--- src/rtl/serial_add_seq_if.sv ---
// ---------------------------------------------------------------------------
// serial_add_seq_if
// Handshake bundle for the bit-serial adder.
//   in_valid / in_ready : operand handshake (source -> adder)
//   a, b, cin           : operands, sampled when the adder accepts them
//   out_valid/out_ready : result handshake (adder -> consumer)
//   s, cout             : registered sum and carry-out
//   busy                : adder is running or holding a result
// The master modport is the operand source / result consumer side and the
// slave modport is the adder side.
// ---------------------------------------------------------------------------
interface serial_add_seq_if #(
    parameter int W = 8
);
    logic         in_valid;
    logic         in_ready;
    logic [W-1:0] a;
    logic [W-1:0] b;
    logic         cin;
    logic         out_valid;
    logic         out_ready;
    logic [W-1:0] s;
    logic         cout;
    logic         busy;

    modport master (
        output in_valid, a, b, cin, out_ready,
        input  in_ready, out_valid, s, cout, busy
    );

    modport slave (
        input  in_valid, a, b, cin, out_ready,
        output in_ready, out_valid, s, cout, busy
    );
endinterface

--- src/rtl/serial_add_seq.sv ---
// ---------------------------------------------------------------------------
// serial_add_seq
// Bit-serial adder controller. Operands are accepted in IDLE, added one bit
// per cycle (LSB first) through a single full-add cell built from two
// HalfAdder instances, and the W-bit sum plus carry-out is held in DONE until
// the consumer takes it.
//   clk  : system clock, rising edge
//   rst  : asynchronous active-high reset; drops any in-flight operation
//   bus  : serial_add_seq_if slave modport (operand and result handshakes)
// Latency: operands accepted on edge t0, out_valid high from edge t0+W.
// ---------------------------------------------------------------------------

// One-bit half adder used twice to form the full-add cell.
module HalfAdder (
    input  logic a_i,
    input  logic b_i,
    output logic s_o,
    output logic c_o
);
    assign s_o = a_i ^ b_i;
    assign c_o = a_i & b_i;
endmodule

module serial_add_seq #(
    parameter int W = 8
) (
    input  logic              clk,
    input  logic              rst,
    serial_add_seq_if.slave   bus
);
    // One extra counter bit keeps the width legal for W=1.
    localparam int            CW       = $clog2(W) + 1;
    localparam logic [CW-1:0] LAST_BIT = CW'(W - 1);

    typedef enum logic [1:0] {
        IDLE,
        RUN,
        DONE
    } state_t;

    state_t        state_q;
    logic [W-1:0]  sa_q;
    logic [W-1:0]  sb_q;
    logic [W-1:0]  sr_q;
    logic [W-1:0]  s_q;
    logic          cy_q;
    logic          cout_q;
    logic [CW-1:0] cnt_q;

    logic [W-1:0]  sa_d;
    logic [W-1:0]  sb_d;
    logic [W-1:0]  sr_d;
    logic          ha0_s;
    logic          ha0_c;
    logic          ha1_s;
    logic          ha1_c;
    logic          bit_s;
    logic          bit_c;

    // Full-add cell: first half adder combines the operand bits, the second
    // folds in the running carry; either half producing a carry propagates it.
    HalfAdder u_ha0 (
        .a_i (sa_q[0]),
        .b_i (sb_q[0]),
        .s_o (ha0_s),
        .c_o (ha0_c)
    );

    HalfAdder u_ha1 (
        .a_i (ha0_s),
        .b_i (cy_q),
        .s_o (ha1_s),
        .c_o (ha1_c)
    );

    assign bit_s = ha1_s;
    assign bit_c = ha0_c | ha1_c;

    // Next values of the shift registers during RUN. The new sum bit enters
    // at the MSB so that after W shifts bit 0 of the sum sits at SR[0]; the
    // OR/shift form avoids an empty slice when W=1.
    always_comb begin
        sa_d = sa_q >> 1;
        sb_d = sb_q >> 1;
        sr_d = (sr_q >> 1) | (W'(bit_s) << (W - 1));
    end

    // Controller: IDLE waits for operands, RUN steps one bit per edge and
    // latches the final sum/carry on the last bit, DONE holds the result
    // until the consumer is ready.
    always_ff @(posedge clk or posedge rst) begin
        if (rst) begin
            state_q <= IDLE;
            sa_q    <= '0;
            sb_q    <= '0;
            sr_q    <= '0;
            s_q     <= '0;
            cy_q    <= 1'b0;
            cout_q  <= 1'b0;
            cnt_q   <= '0;
        end else begin
            case (state_q)
                IDLE: begin
                    if (bus.in_valid) begin
                        sa_q    <= bus.a;
                        sb_q    <= bus.b;
                        cy_q    <= bus.cin;
                        cnt_q   <= '0;
                        sr_q    <= '0;
                        state_q <= RUN;
                    end
                end
                RUN: begin
                    sa_q  <= sa_d;
                    sb_q  <= sb_d;
                    sr_q  <= sr_d;
                    cy_q  <= bit_c;
                    cnt_q <= cnt_q + CW'(1);
                    if (cnt_q == LAST_BIT) begin
                        state_q <= DONE;
                        s_q     <= sr_d;
                        cout_q  <= bit_c;
                    end
                end
                DONE: begin
                    if (bus.out_ready) begin
                        state_q <= IDLE;
                    end
                end
                default: begin
                    state_q <= IDLE;
                end
            endcase
        end
    end

    // Handshake flags decode only the state register, so no input reaches
    // an output combinationally.
    assign bus.in_ready  = (state_q == IDLE);
    assign bus.out_valid = (state_q == DONE);
    assign bus.busy      = (state_q != IDLE);
    assign bus.s         = s_q;
    assign bus.cout      = cout_q;

endmodule

--- src/flat_wrapper.sv ---
// flat-port wrapper written by rule: the top's interface ports become plain ports
module serial_add_seq_flat 
#(
    parameter int W = 8
)
  (clk, rst, bus_in_valid, bus_a, bus_b, bus_cin, bus_out_ready, bus_in_ready, bus_out_valid, bus_s, bus_cout, bus_busy);
  serial_add_seq_if #(.W(W)) bus_i ();
  input  logic clk;
  input  logic rst;
  input wire logic [$bits(bus_i.in_valid)-1:0] bus_in_valid;
  input wire logic [$bits(bus_i.a)-1:0] bus_a;
  input wire logic [$bits(bus_i.b)-1:0] bus_b;
  input wire logic [$bits(bus_i.cin)-1:0] bus_cin;
  input wire logic [$bits(bus_i.out_ready)-1:0] bus_out_ready;
  output wire logic [$bits(bus_i.in_ready)-1:0] bus_in_ready;
  output wire logic [$bits(bus_i.out_valid)-1:0] bus_out_valid;
  output wire logic [$bits(bus_i.s)-1:0] bus_s;
  output wire logic [$bits(bus_i.cout)-1:0] bus_cout;
  output wire logic [$bits(bus_i.busy)-1:0] bus_busy;
  assign bus_i.in_valid = bus_in_valid;
  assign bus_i.a = bus_a;
  assign bus_i.b = bus_b;
  assign bus_i.cin = bus_cin;
  assign bus_i.out_ready = bus_out_ready;
  assign bus_in_ready = bus_i.in_ready;
  assign bus_out_valid = bus_i.out_valid;
  assign bus_s = bus_i.s;
  assign bus_cout = bus_i.cout;
  assign bus_busy = bus_i.busy;
  serial_add_seq #(.W(W)) u_core (.clk(clk), .rst(rst), .bus(bus_i));
endmodule
--- config.mk ---
export PLATFORM = sky130hd
export DESIGN_NAME = serial_add_seq_flat
export DESIGN_NICKNAME = d
export VERILOG_FILES = /design/src/rtl/serial_add_seq_if.sv /design/src/rtl/serial_add_seq.sv /design/src/flat_wrapper.sv
export SDC_FILE = /design/constraint.sdc
export NUM_CORES = 1
export LEC_CHECK = 0
export CORE_UTILIZATION = 48
export CTS_BUF_LIST = sky130_fd_sc_hd__clkbuf_4 sky130_fd_sc_hd__clkbuf_8
export DETAILED_ROUTE_END_ITERATION = 12
export PLACE_DENSITY = 0.77
export SYNTH_ARGS = -nofsm -noshare
export SYNTH_HDL_FRONTEND = slang
export SYNTH_SLANG_ARGS = --single-unit
--- constraint.sdc ---
create_clock -name clk -period 1.4 [get_ports clk]
set_input_delay 0.21 -clock clk [delete_from_list [all_inputs] [get_ports clk]]
set_output_delay 0.21 -clock clk [all_outputs]
set_load 0.1 [all_outputs]
After elaboration in Yosys (flattened, before gate mapping)
Index checks and enable logic that the tools add are counted.

Register bits after elaboration: 40. Bits in latches: 0. Bits in writable memories: 0. Bits in read-only memories: 0. Input port bits: 21. Output and inout port bits: 12. Word-level logic and storage cells: 41. Memories kept: 0.

Add/subtract/negate cells: 1. Multipliers: 0. Div/mod/pow operators: 0. Magnitude comparators: 0. Equality and inequality tests: 6. Shifts and indexed selects: 0. Mux-type cells: 14. Bitwise gates (word level): 6. Reduce and logical (&&, ||, !) cells: 6.

Operators with widths (count): one-hot mux 8 bit (2 select lines) (3); two-way mux 8 bit (3); bitwise OR 7 x 8 -> 8 bit (1); one-hot mux 4 bit (2 select lines) (1); two-way mux 2 bit (3); one-hot mux 2 bit (3 select lines) (1); adder 4 x 1 -> 4 bit, second input constant (1); equality test 4 x 3 -> 1 bit, second input constant (1); two-way mux 4 bit (1); inequality test 2 bit, second input constant (2); AND reduction 2 bit (2); nonzero test 2 bit (2); AND reduction 3 bit (1); bitwise AND 1 bit (2); equality test 2 x 1 -> 1 bit, second input constant (1); equality test 2 bit, second input constant (1); logical NOT 2 bit (1); inequality test 2 x 1 -> 1 bit, second input constant (1); one-hot mux 1 bit (2 select lines) (1); bitwise XOR 1 bit (2); two-way mux 1 bit (1); bitwise OR 1 bit (1).

Depth between registers and ports, before layout
Depth in word-level cells: 4. Gate-level depth with buffers: 5. Depth with buffers taken out: 3.

Modules after synthesis
A second synthesis with hierarchy kept.

Cell total of the unflattened synthesis: 155. Area, all modules: 1739.2 sq um.

Modules (own cells, without submodules): serial_add_seq (instances 1, cells an instance 153, area an instance 1714.1 sq um, seq. area each 975.9 sq um); HalfAdder (instances 2, cells an instance 1, area an instance 12.5 sq um, seq. area each 0.0 sq um).

Worst setup path after synthesis
No wires, ideal clock.

Path type: register to output. Start point: register u_core.state_q[0]. End point: output bus_busy. Arrival time: 2.945 ns. Slack: -1.755 ns. Stages on the path, launching flop included: 5. Path buffers: 2. Cells stage by stage: dfrtp_1 -> buf_2 -> buf_4 -> nor2_1 -> inv_1.

Word-level cells in the longest chain between the ends: 1.

Ends and longest elaborated chain: from (decl) (line serial_add_seq.sv:41) `state_t state_q;`; from (signal assigned) (line serial_add_seq.sv:93) `state_q <= IDLE;`; from (signal assigned) (line serial_add_seq.sv:110) `state_q <= RUN;`; from (signal assigned) (line serial_add_seq.sv:120) `state_q <= DONE;`; nonzero test 2 bit (line serial_add_seq.sv:141) `assign bus.busy = (state_q != IDLE);`; to (decl) (line flat_wrapper.sv:19) `output wire logic [$bits(bus_i.busy)-1:0] bus_busy;`.

Every way passes these cells.

Worst setup path after layout
Start point: register u_core.state_q[1]. End point: output bus_busy.

Same word-level chain as after synthesis.

==> results.ini <==
[setup_path]
r2r-start=u_core.state_q[0]
path_class=flop to output port
critical_path_arrival_ps=1330
crit_fanout=6
start_kind=flop
crit_path_end_kind=output port
cp-startpoint=u_core.state_q[1]
r2r_cells=6
r2r_slack_ps=-90
crit_end=bus_busy
reg2reg_to=u_core.sr_q[1]
cp.required_ps=1190

[clocking]
h-tree-depth=2
cts_buffers=5
cts_tree=done
clk_latency_ps=370
path_clk_slew_ps=120
cts_root_buf=clkbuf_4
clockBufferDepth=2
clkSinkCount=39

[outcome]
outcome=complete, but fails checks
violations=setup timing

[power]
fin_total_pwr_mw=5.74
p_leak_nw=1.25
p_per_area_nw_per_um2=2180
ir_drop_mv=1.15

[drt]
drt_iter0_drc=78
drtAntennaViolNets=0
drt-pass1-iter-count=4
drt-total-wl_mm=4.32
vias_per_cell=5.60
drc=0
vias=1400
routedWlPerCell_microns=17.3

[global_route]
grt.total_usage_pct=22.1
antenna_found_initial=0
overflow=0
grt_pass1_vias=1349
grt_pass1_wl_mm=6.62
grt_start_max_net_pins=40

[sta]
finalCritPeriodShare_pct=110
setup_ws_ps=-136
max_slew_margin_pct=80.9
setup_violations=36
finalHoldViolCount=0
rsz0062_at_grt=yes
min_period_ps=1540
slew_violations=0
timing.hold.ws_ps=188
skew_ps=11.7
fmax_mhz=651
tightestPinTransition_ps=286

[die]
core_sq_um=3420
pin_count=33
die_area_sq_um=3890
fp-row-count=21
die_x_microns=62.3
die_y_microns=62.3
start_util_pct=51.2

[yosys]
synth-main-ff-cell=dfrtp_1
ys_warn_count=0
synth_seq_cells=39
syn_nets=169
synth_area_sq_um=1750
synthCells=146
synth.distinct_cells=29
async_reset_ff_share_pct=100
syn_avg_cell_area_sq_um=12.0
ys_seq_area_share_pct=55.8
synth_edf_count=0

[cells_and_area]
layout-drive-gt1-share_pct=43.1
mostFrequentLayoutCell=dfrtp_1
nets=226
diodes=0
layout_common_cells=39 x dfrtp_1, 20 x clkdlybuf4s50_1, 17 x buf_4
syn_to_final_growth_pct=50.2
utilization_pct=76.8
stdcell_count=250

[run]
drv_cap=0

[placement]
io_buffers=32
dp_cells=227
gpl.final_weighted_congestion=0.782
post-dp-hpwl_mm=2.51

[worst_hold_path]
hold_path_class=primary input to asynchronous set/reset pin

routing by layer:
metal	GRT usage, %	wire [microns]	share of wire (%)	vias to the layer above
met5	0	0	0	-
met1	27.8	1740	40	707
met4	6.10	65	1.5	0
met2	37.2	2280	53	40
met3	6.43	238	5.5	8
li1	-	-	-	645
Yosys cell counts, types with 2 or more instances:
cell type / n / area [sq um]
a21oi_1: 7 / 35.0
a22o_1: 9 / 78.8
a22oi_1: 9 / 67.6
and3b_1: 6 / 52.6
buf_2: 4 / 20.0
buf_4: 5 / 37.5
dfrtp_1: 39 / 976
inv_1: 5 / 18.8
mux2_2: 2 / 22.5
mux2_4: 9 / 135
nand2_1: 17 / 63.8
nor2_1: 2 / 7.51
nor2b_1: 2 / 12.5
o21ai_0: 15 / 75.1
power breakdown:
| group | switching, mW | total (mW) | internal, mW | leakage [nW] |
|---|---|---|---|---|
| Sequential | 0.386 | 1.92 | 1.54 | 0.508 |
| Combinational | 1.73 | 3.22 | 1.49 | 0.712 |
| Clock | 0.397 | 0.589 | 0.192 | 0.0272 |
| Total | 2.51 | 5.74 | 3.22 | 1.25 |
layout make-up:
| type | count | area (sq um) |
|---|---|---|
| Sequential cell | 39 | 976 |
| Clock inverter | 3 | 20.0 |
| Clock buffer | 5 | 37.5 |
| Multi-Input combinational cell | 92 | 787 |
| Inverter | 5 | 18.8 |
| Fill cell | 200 | 791 |
| Tap cell | 46 | 57.6 |
| Timing Repair Buffer | 60 | 728 |
stage by stage:
stage / setup TNS [ps] / worst slack [ps] / instance area [sq um]
2_1_floorplan: -1160 / -530 / 1770
3_3_place_gp: -15.6 / -7.10 / 2300
3_5_place_dp: -390 / -70.9 / 2300
4_1_cts: -2170 / -159 / 2460
5_1_grt: -3750 / -191 / 2630
6_report: -1660 / -136 / 2630
worst max-delay path, stage by stage, from the launching register on:
cell     delay [ps]
dfrtp_1         420
buf_6           140
nor2_4          160
inv_2            70
buf_12          160
registers in the layout, indices dropped and copies added, names as in the netlist:
signal	flops
u_core.sr_q	7
u_core.sb_q	8
u_core.state_q	2
u_core.bus.s	8
u_core.bus.cout	1
u_core.cy_q	1
u_core.sa_q	8
u_core.cnt_q	4
repair_timing:
| item | 4_1_cts | 5_1_grt |
|---|---|---|
| hold buffers | 0 | 0 |
| setup buffers | 6 | 6 |
| gates cloned | 1 | 2 |
| gates resized for setup | 7 | 46 |
| pin swaps | 3 | 16 |
| endpoints found under the setup margin | 3 | 38 |
worst min-delay path by stage:
| stage | from | endpoint | slack [ps] |
|---|---|---|---|
| final | rst | u_core.sa_q[0] | 190 |
| after global routing | rst | u_core.sa_q[0] | 190 |
| after floorplan | bus_out_ready | u_core.state_q[1] | 360 |
| after CTS | rst | u_core.cnt_q[0] | 200 |
| after global placement | u_core.sb_q[4] | u_core.sb_q[4] | 460 |
| after detailed placement | u_core.sb_q[3] | u_core.sb_q[3] | 470 |
kinds of logic (layout without fill, tap and decap cells):
| group | after synthesis | in the layout | synth area share, % |
|---|---|---|---|
| buf+inv | 16 | 73 | 5.23 |
| flops | 39 | 39 | 55.8 |
| simple gates | 31 | 32 | 9.59 |
| compound gates | 47 | 47 | 18.5 |
| fa+ha+maj | 2 | 2 | 1.86 |
| mux | 11 | 11 | 9.02 |
Note: power is estimated with default switching activity, not from simulation.
